<file path="src/rtl/obstacle_pkg.sv">
// Shared types and constants for the obstacle game control stage.
// Holds the FSM state encoding, lane geometry and the LFSR step function.
package obstacle_pkg;

    typedef enum logic [1:0] {
        IDLE = 2'd0,
        RUN  = 2'd1,
        OVER = 2'd2
    } state_t;

    localparam int LANES  = 8;
    localparam int LANE_W = 3;

    localparam logic [7:0] LFSR_TAPS = 8'hB8;

    // Fibonacci step: shift left, feed back parity of taps 7,5,4,3.
    function automatic logic [7:0] lfsr_step(input logic [7:0] v);
        return {v[6:0], ^(v & LFSR_TAPS)};
    endfunction

endpackage

</file>
<file path="src/rtl/obstacle_lfsr.sv">
// 8-bit Fibonacci LFSR used as the obstacle row source.
// Ports: clk, rst_n (sync, active-low), load (reload SEED), advance,
//        value (current state), next (state after one advance).
module obstacle_lfsr
    import obstacle_pkg::*;
#(
    parameter logic [7:0] SEED = 8'hB8
) (
    input  logic       clk,
    input  logic       rst_n,
    input  logic       load,
    input  logic       advance,
    output logic [7:0] value,
    output logic [7:0] next
);

    assign next = lfsr_step(value);

    always_ff @(posedge clk) begin
        if (!rst_n) begin
            value <= SEED;
        end else if (load) begin
            value <= SEED;
        end else if (advance) begin
            value <= next;
        end
    end

endmodule

</file>
<file path="src/rtl/obstacle_feed.sv">
// Game-control stage: drives row/lane/enable onto the 8:1 lane mux and
// reads back the mux output as the collision flag.
// Ports: clk, rst_n (sync, active-low), start, tick, left, right, hit (in);
//        row, lane_sel, mux_en, game_over, score (registered outputs).
module obstacle_feed
    import obstacle_pkg::*;
#(
    parameter logic [7:0] SEED       = 8'hB8,
    parameter int         GAP_ROWS   = 2,
    parameter int         START_LANE = 3,
    parameter int         SCORE_W    = 8
) (
    input  logic               clk,
    input  logic               rst_n,
    input  logic               start,
    input  logic               tick,
    input  logic               left,
    input  logic               right,
    input  logic               hit,
    output logic [7:0]         row,
    output logic [LANE_W-1:0]  lane_sel,
    output logic               mux_en,
    output logic               game_over,
    output logic [SCORE_W-1:0] score
);

    localparam logic [3:0]        GAP_INIT  = 4'(GAP_ROWS);
    localparam logic [LANE_W-1:0] LANE_INIT = LANE_W'(START_LANE);
    localparam logic [LANE_W-1:0] LANE_MAX  = LANE_W'(LANES - 1);

    state_t               state, state_n;
    logic [7:0]           row_n;
    logic [LANE_W-1:0]    lane_n;
    logic [SCORE_W-1:0]   score_n;
    logic [3:0]           gap_cnt, gap_n;
    logic                 advance;
    logic [7:0]           lfsr_val;
    logic [7:0]           lfsr_nxt;

    obstacle_lfsr #(.SEED(SEED)) u_lfsr (
        .clk     (clk),
        .rst_n   (rst_n),
        .load    (1'b0),
        .advance (advance),
        .value   (lfsr_val),
        .next    (lfsr_nxt)
    );

    always_comb begin
        state_n = state;
        row_n   = row;
        lane_n  = lane_sel;
        score_n = score;
        gap_n   = gap_cnt;
        advance = 1'b0;
        unique case (state)
            IDLE, OVER: begin
                if (start) begin
                    state_n = RUN;
                    row_n   = '0;
                    score_n = '0;
                    lane_n  = LANE_INIT;
                    gap_n   = GAP_INIT;
                end
            end
            RUN: begin
                // A collision freezes the frame so it can be displayed.
                if (hit) begin
                    state_n = OVER;
                end else begin
                    if (left && !right && lane_sel != '0)
                        lane_n = lane_sel - 1'b1;
                    else if (right && !left && lane_sel != LANE_MAX)
                        lane_n = lane_sel + 1'b1;
                    if (tick) begin
                        if (score != '1)
                            score_n = score + SCORE_W'(1);
                        if (gap_cnt != '0) begin
                            row_n = '0;
                            gap_n = gap_cnt - 1'b1;
                        end else begin
                            advance = 1'b1;
                            // Clear the lane indexed by the low bits so
                            // every obstacle row has at least one hole.
                            row_n = lfsr_nxt & ~(8'd1 << lfsr_nxt[2:0]);
                            gap_n = GAP_INIT;
                        end
                    end
                end
            end
            default: state_n = IDLE;
        endcase
    end

    always_ff @(posedge clk) begin
        if (!rst_n) begin
            state     <= IDLE;
            row       <= '0;
            lane_sel  <= LANE_INIT;
            score     <= '0;
            gap_cnt   <= GAP_INIT;
            mux_en    <= 1'b0;
            game_over <= 1'b0;
        end else begin
            state     <= state_n;
            row       <= row_n;
            lane_sel  <= lane_n;
            score     <= score_n;
            gap_cnt   <= gap_n;
            mux_en    <= (state_n == RUN);
            game_over <= (state_n == OVER);
        end
    end

endmodule

</file>
<file path="config.mk">
export PLATFORM = sky130hd
export DESIGN_NAME = obstacle_feed
export DESIGN_NICKNAME = d
export VERILOG_FILES = /design/src/rtl/obstacle_pkg.sv /design/src/rtl/obstacle_lfsr.sv /design/src/rtl/obstacle_feed.sv
export SDC_FILE = /design/constraint.sdc
export NUM_CORES = 1
export LEC_CHECK = 0
export CAP_MARGIN = 20
export CORE_ASPECT_RATIO = 0.6
export CORE_UTILIZATION = 40
export CTS_CLUSTER_DIAMETER = 60
export DETAILED_ROUTE_END_ITERATION = 8
export REMOVE_ABC_BUFFERS = 1
export SLEW_MARGIN = 20
export SYNTH_ARGS = -nofsm -noshare
export SYNTH_HDL_FRONTEND = slang
export SYNTH_SLANG_ARGS = --single-unit
</file>
<file path="constraint.sdc">
create_clock -name clk -period 2.6 [get_ports clk]
set_input_delay 0.52 -clock clk [delete_from_list [all_inputs] [get_ports clk]]
set_output_delay 0.52 -clock clk [all_outputs]
set_load 0.02 [all_outputs]
</file>
==> out/qor.csv, run 1 <==
metric,value,unit
Syn Inst Count,185,
worst reg2reg path startpoint,lane_sel[1],
Lkg Pwr,0.0007750,µW
CORE AREA,3744,µm²
global route hottest layer,met2,
die area,4244,µm²
Top Ports,28,
Critical Path AT,2.67,ns
share of post-route cells with drive strength above 1,9.091,%
yosys warns,0,
Rows,17,
Post-synth EDFFs,0,
Root Buffer,clkbuf_8,
Antenna Cells,0,
met1 GRT Util,28.01,%
routing usage on met3,5.008,%
GRT Overall Usage,20.35,%
area growth from synthesis to layout,28.93,%
Max-Cap Viols,0,
clock sinks,35,
CP endpoint kind,flop,
"Remaining Overflow, GRT",0,
Synth async-reset ratio,0,%
antenna violations before repair,0,
most frequent cells in the layout,"dfxtp_1, nand2_1, clkdlybuf4s50_1",
cell area after synthesis,1592,µm²
CTS H-tree lvls,2,
Critical Path RT,2.83,ns
Layout Utilization,54.81,%
"Max FO, Critical Path",4,
Tightest Pin Transition,0.7279,ns
Hold Crit Class,reg2reg,
unrepaired setup endpoints after global routing,false,
cts hold-fix bufs,0,
Starting Density,42.51,%
FMAX,0.4100,GHz
largest net degree at the start of global routing,13,
status,finished clean,
Post-DRT Antenna Nets,0,
1st-pass router iterations,4,
final period utilization,93.81,%
clk slew on worst S/H paths,0.07,ns
drt via density,5.390,
VDD IR max,0.3227,mV
Skew-Pair Late Insertion Delay,0.29,ns
Slew Limit Headroom,51.47,%
met2 usage,30.74,%
"most common cell after layout, fill and taps aside",dfxtp_1,
Main synth FF type,dfxtp_1,
Post-CTS Setup Inserts,0,
Max Root-Sink Buffers,2,
post-synth cell types,41,
Worst setup SP type,input pin,
DP Cell Count,259,
Mean Syn Cell Area,8.603,µm²
WL per Instance,14.40,µm
hold_sp,row[2],
Final Non-Filler Cells,267,
Worst Setup SP,left,
CTS tree,yes,
vias in the first global route,1336,
WS Path Type,in2reg,
Layout Skew,0.004378,ns
HPWL after detailed placement,2881,µm
Setup-failing EPs final,0,
max-slew violation count,0,
# nets final,230,
Fin. Hold Viols,0,
vias,1439,
Die Span X,83.44,µm
first-pass GRT wire length,6527,µm
initial drt markers,78,
fillers,341,
register bit total from synthesis,35,
Routability Congestion,0.8406,
PostCTS Resize Cnt,0,
DRC,0,
TritonCTS Buffers,5,
PortBufs,27,
chip height,50.86,µm
P per Cell Area,566.3,nW/µm²
Period minus WS final,2.439,ns
sequential fraction of the synthesis area,44.03,%
WL final,3846,µm
-- layout make-up --
class / instances / area [µm²] / area share, %
clock inverters: 2 / 35.03 / 1.707
flip-flops and latches: 35 / 700.7 / 34.15
well taps: 47 / 58.81 / 2.866
clock buffers: 6 / 82.58 / 4.024
repair buffers: 34 / 322.8 / 15.73
inverters: 6 / 22.52 / 1.098
multi-input cells: 137 / 829.5 / 40.43
-- per-layer routing --
metal / wire length (µm) / share of wire (%)
met5: 0 / 0
met4: 70 / 1.8
met3: 159 / 4.1
met2: 1629 / 42
met1: 1986 / 52
-- worst max-delay path: stages --
cell and delay [ns]:
clkdlybuf4s50_1 0.46, nor2b_1 0.16, o21ai_0 0.17, fa_1 0.45, nand2_1 0.09, mux2i_1 0.07
or4b_2 0.61, mux2i_1 0.13
-- stage by stage --
stage | cell area [µm²] | total power [µW] | setup TNS, ns | hold WS (ns) | setup slack, ns
after floorplan | 1553 | 617.7 | 0 | 0.4499 | 0.3327
after global placement | 1934 | 658.7 | -0.02984 | 0.4459 | -0.02984
after detailed placement | 1934 | 661.2 | -0.1320 | 0.4552 | -0.1320
after CTS | 2052 | 1173 | 0 | 0.4649 | 0.1783
after global routing | 2052 | 1209 | 0 | 0.4873 | 0.01426
final | 2052 | 1162 | 0 | 0.4612 | 0.1609
-- synth_stat cells (all sizes together) (3+ instances only) --
cell type  instances  area share [%]
or4                4             1.9
nand2             27             6.4
xor2               3             1.7
nand3             10             3.1
ha                 3             2.4
o21ai              6             1.9
o31ai              4             1.9
inv                6             1.4
mux2i              4             2.5
clkbuf             3            0.71
xnor2              4             2.2
a32o               4             2.5
nand2b             4             1.6
dfxtp             35              44
nand3b             3             1.4
buf                4             1.7
nor2              21             5.1
a21oi             16             5.0
-- power breakdown --
group	internal, µW	leakage (µW)	switching (µW)
logic	42.9	0.000431	54.8
registers	545	0.000283	6.60
clock network	310	0.0000612	203
-- logic make-up after synthesis --
family | synth area share, %
simple gates | 27.04
compound gates | 15.10
fa+ha+maj | 3.617
buf+inv | 3.852
flops | 44.03
xor+xnor | 3.852
mux | 2.516
-- worst paths after layout --
path | endpoint | slack [ns] | cells after the start
min reg2reg | row[2] | 0.46 | 2
max | lane_sel[2] | 0.16 | 8
max reg2reg | lane_sel[2] | 0.30 | 7
min | row[2] | 0.46 | 2
-- state kept, by name (all words and copies together) (netlist names) --
name          cells
game_over         1
gap_cnt           4
row               8
lane_sel          3
score             8
u_lfsr.value      8
mux_en            1
state             2
Note: power is estimated with default switching activity, not from simulation.
==> inputs of run 2 (changes only) <==
GPL_TIMING_DRIVEN = 0   (was default)
==> run 2 against run 1 <==
  * Sequential share of layout area up 1.5 points
  * Global-route usage down 1.6 points
  * Clock skew about the same
  * Flip-flop and latch count unchanged
  * Critical endpoint unchanged
  * Largest power group unchanged
  * Highest routed layer unchanged
==> out/qor.csv, run 2 (synthesized netlist as in run 1, its figures left out) <==
metric,value,unit,change
DP Cell Count,252,,was 259
area growth from synthesis to layout,23.66,%,was 28.93%
Worst setup SP type,input pin,,unchanged
Final Non-Filler Cells,260,,was 267
Top Ports,28,,unchanged
DRC,0,,unchanged
Lkg Pwr,0.0007229,µW,was 0.0007750 µW
Post-DRT Antenna Nets,0,,unchanged
share of post-route cells with drive strength above 1,6.103,%,was 9.091%
"most common cell after layout, fill and taps aside",dfxtp_1,,unchanged
Setup-failing EPs final,0,,unchanged
cell area after layout,1968,µm²,was 2052 µm²
Placed Area,1882,µm²,was 1934 µm²
Max Root-Sink Buffers,2,,unchanged
clock sinks,35,,unchanged
drt via density,5.296,,was 5.390
Crit path max-delay family,simple AND/OR/NAND/NOR gates,,unchanged
initial drt markers,81,,was 78
Largest regs,"row x8, score x8, u_lfsr.value x8",,unchanged
CTS tree,yes,,unchanged
Root Buffer,clkbuf_8,,unchanged
chip height,50.86,µm,unchanged
Die Span X,83.44,µm,unchanged
TritonCTS Buffers,5,,unchanged
# nets final,223,,was 230
HPWL after detailed placement,2743,µm,was 2881 µm
Period minus WS final,2.395,ns,was 2.439 ns
CTS H-tree lvls,2,,unchanged
clk slew on worst S/H paths,0.07,ns,about the same
Critical Path AT,2.61,ns,was 2.67 ns
antenna violations before repair,0,,unchanged
Post-CTS Setup Inserts,0,,unchanged
Antenna Cells,0,,unchanged
P per Cell Area,514.8,nW/µm²,was 566.3 nW/µm²
critical path cell sequence,clkdlybuf4s50_1 -> nor2b_2 -> o21ai_1 -> fa_2 -> nand2_1 -> mux2i_1 -> or4b_2 -> mux2i_1,,was clkdlybuf4s50_1 -> nor2b_1 -> o21ai_0 -> fa_1 -> nand2_1 -> mux2i_1 -> or4b_2 -> mux2i_1
WL per Instance,14.00,µm,was 14.40 µm
Crit path buffers/inverters,1,,unchanged
max-slew violation count,0,,unchanged
1st-pass router iterations,4,,unchanged
final period utilization,92.11,%,was 93.81%
FMAX,0.4176,GHz,was 0.4100 GHz
largest net degree at the start of global routing,16,,was 13
die area,4244,µm²,unchanged
vias in the first global route,1308,,was 1336
"Largest stage delay, worst path",0.60,ns,was 0.61 ns
unrepaired setup endpoints after global routing,false,,unchanged
first-pass GRT wire length,6196,µm,was 6527 µm
Hold Crit Class,reg2reg,,unchanged
Tightest Pin Transition,0.7432,ns,was 0.7279 ns
Fin. Hold Viols,0,,unchanged
GRT Overall Usage,18.78,%,was 20.35%
Skew-Pair Late Insertion Delay,0.28,ns,was 0.29 ns
WL final,3641,µm,was 3846 µm
WS Path Type,in2reg,,unchanged
status,finished clean,,unchanged
most frequent cells in the layout,"dfxtp_1, nand2_1, clkdlybuf4s50_1",,unchanged
"Remaining Overflow, GRT",0,,unchanged
fillers,341,,unchanged
vias,1377,,was 1439
"Max FO, Critical Path",4,,unchanged
overall power,1013,µW,was 1162 µW
VDD IR max,0.3106,mV,was 0.3227 mV
Slew Limit Headroom,50.45,%,was 51.47%
final setup margin,0.2052,ns,was 0.1609 ns
cts hold-fix bufs,0,,unchanged
pre-CTS setup slack,-0.3114,ns,was -0.1320 ns
Critical Path RT,2.81,ns,was 2.83 ns
Layout Utilization,52.57,%,was 54.81%
CORE AREA,3744,µm²,unchanged
Rows,17,,unchanged
Starting Density,42.51,%,unchanged
Max-Cap Viols,0,,unchanged
PortBufs,27,,unchanged
CP endpoint kind,flop,,unchanged
Routability Congestion,0.8030,,was 0.8406
cell mode on critical path,mux2i_1,,unchanged
Layout Skew,0.004767,ns,was 0.004378 ns
slowest cell on the critical path,or4b_2,,unchanged
-- run 2: layout make-up --
cell class,count,area [µm²],area share [%]
clock buffer,7,76.32,3.878
multi-input combinational,137,834.6,42.40
clock inverter,1,5.005,0.2543
sequential,35,700.7,35.60
timing repair buffer,27,270.3,13.73
inverter,6,22.52,1.144
tap,47,58.81,2.988
-- run 2: metrics by stage --
stage                     hold slack [ns]  setup TNS [ns]
after floorplan                    0.4499               0
after global placement             0.4461         -0.2551
after detailed placement           0.4521         -0.3555
after CTS                          0.4656               0
after global routing               0.4924               0
final                              0.4600               0
-- run 2: worst min-delay path: stages (launching register included) --
cell     delay (ns)
dfxtp_1        0.31
nand2_1        0.05
a21oi_1        0.05
-- run 2: power breakdown --
| part | internal (µW) | switching (µW) |
|---|---|---|
| registers | 545 | 6.67 |
| clock network | 188 | 184 |
| logic | 36.9 | 52.9 |
-- run 2: final timing paths --
path	start	to	slack [ns]	cells past startpoint
min	row[1]	row[1]	0.46	2
min reg2reg	row[1]	row[1]	0.46	2
max reg2reg	lane_sel[1]	lane_sel[2]	0.48	7
max	left	lane_sel[2]	0.21	8
-- run 2: routing by layer --
layer	global-route usage (%)	part of all wire (%)
met2	29.64	43
met3	5.008	4.1
met4	4.237	0.44
met1	25.98	53
met5	0	0
-- run 2: what timing repair did --
item	in CTS	in global routing
gates resized for setup	1	2
setup endpoints to repair	1	1
endpoints found under the hold margin	0	0
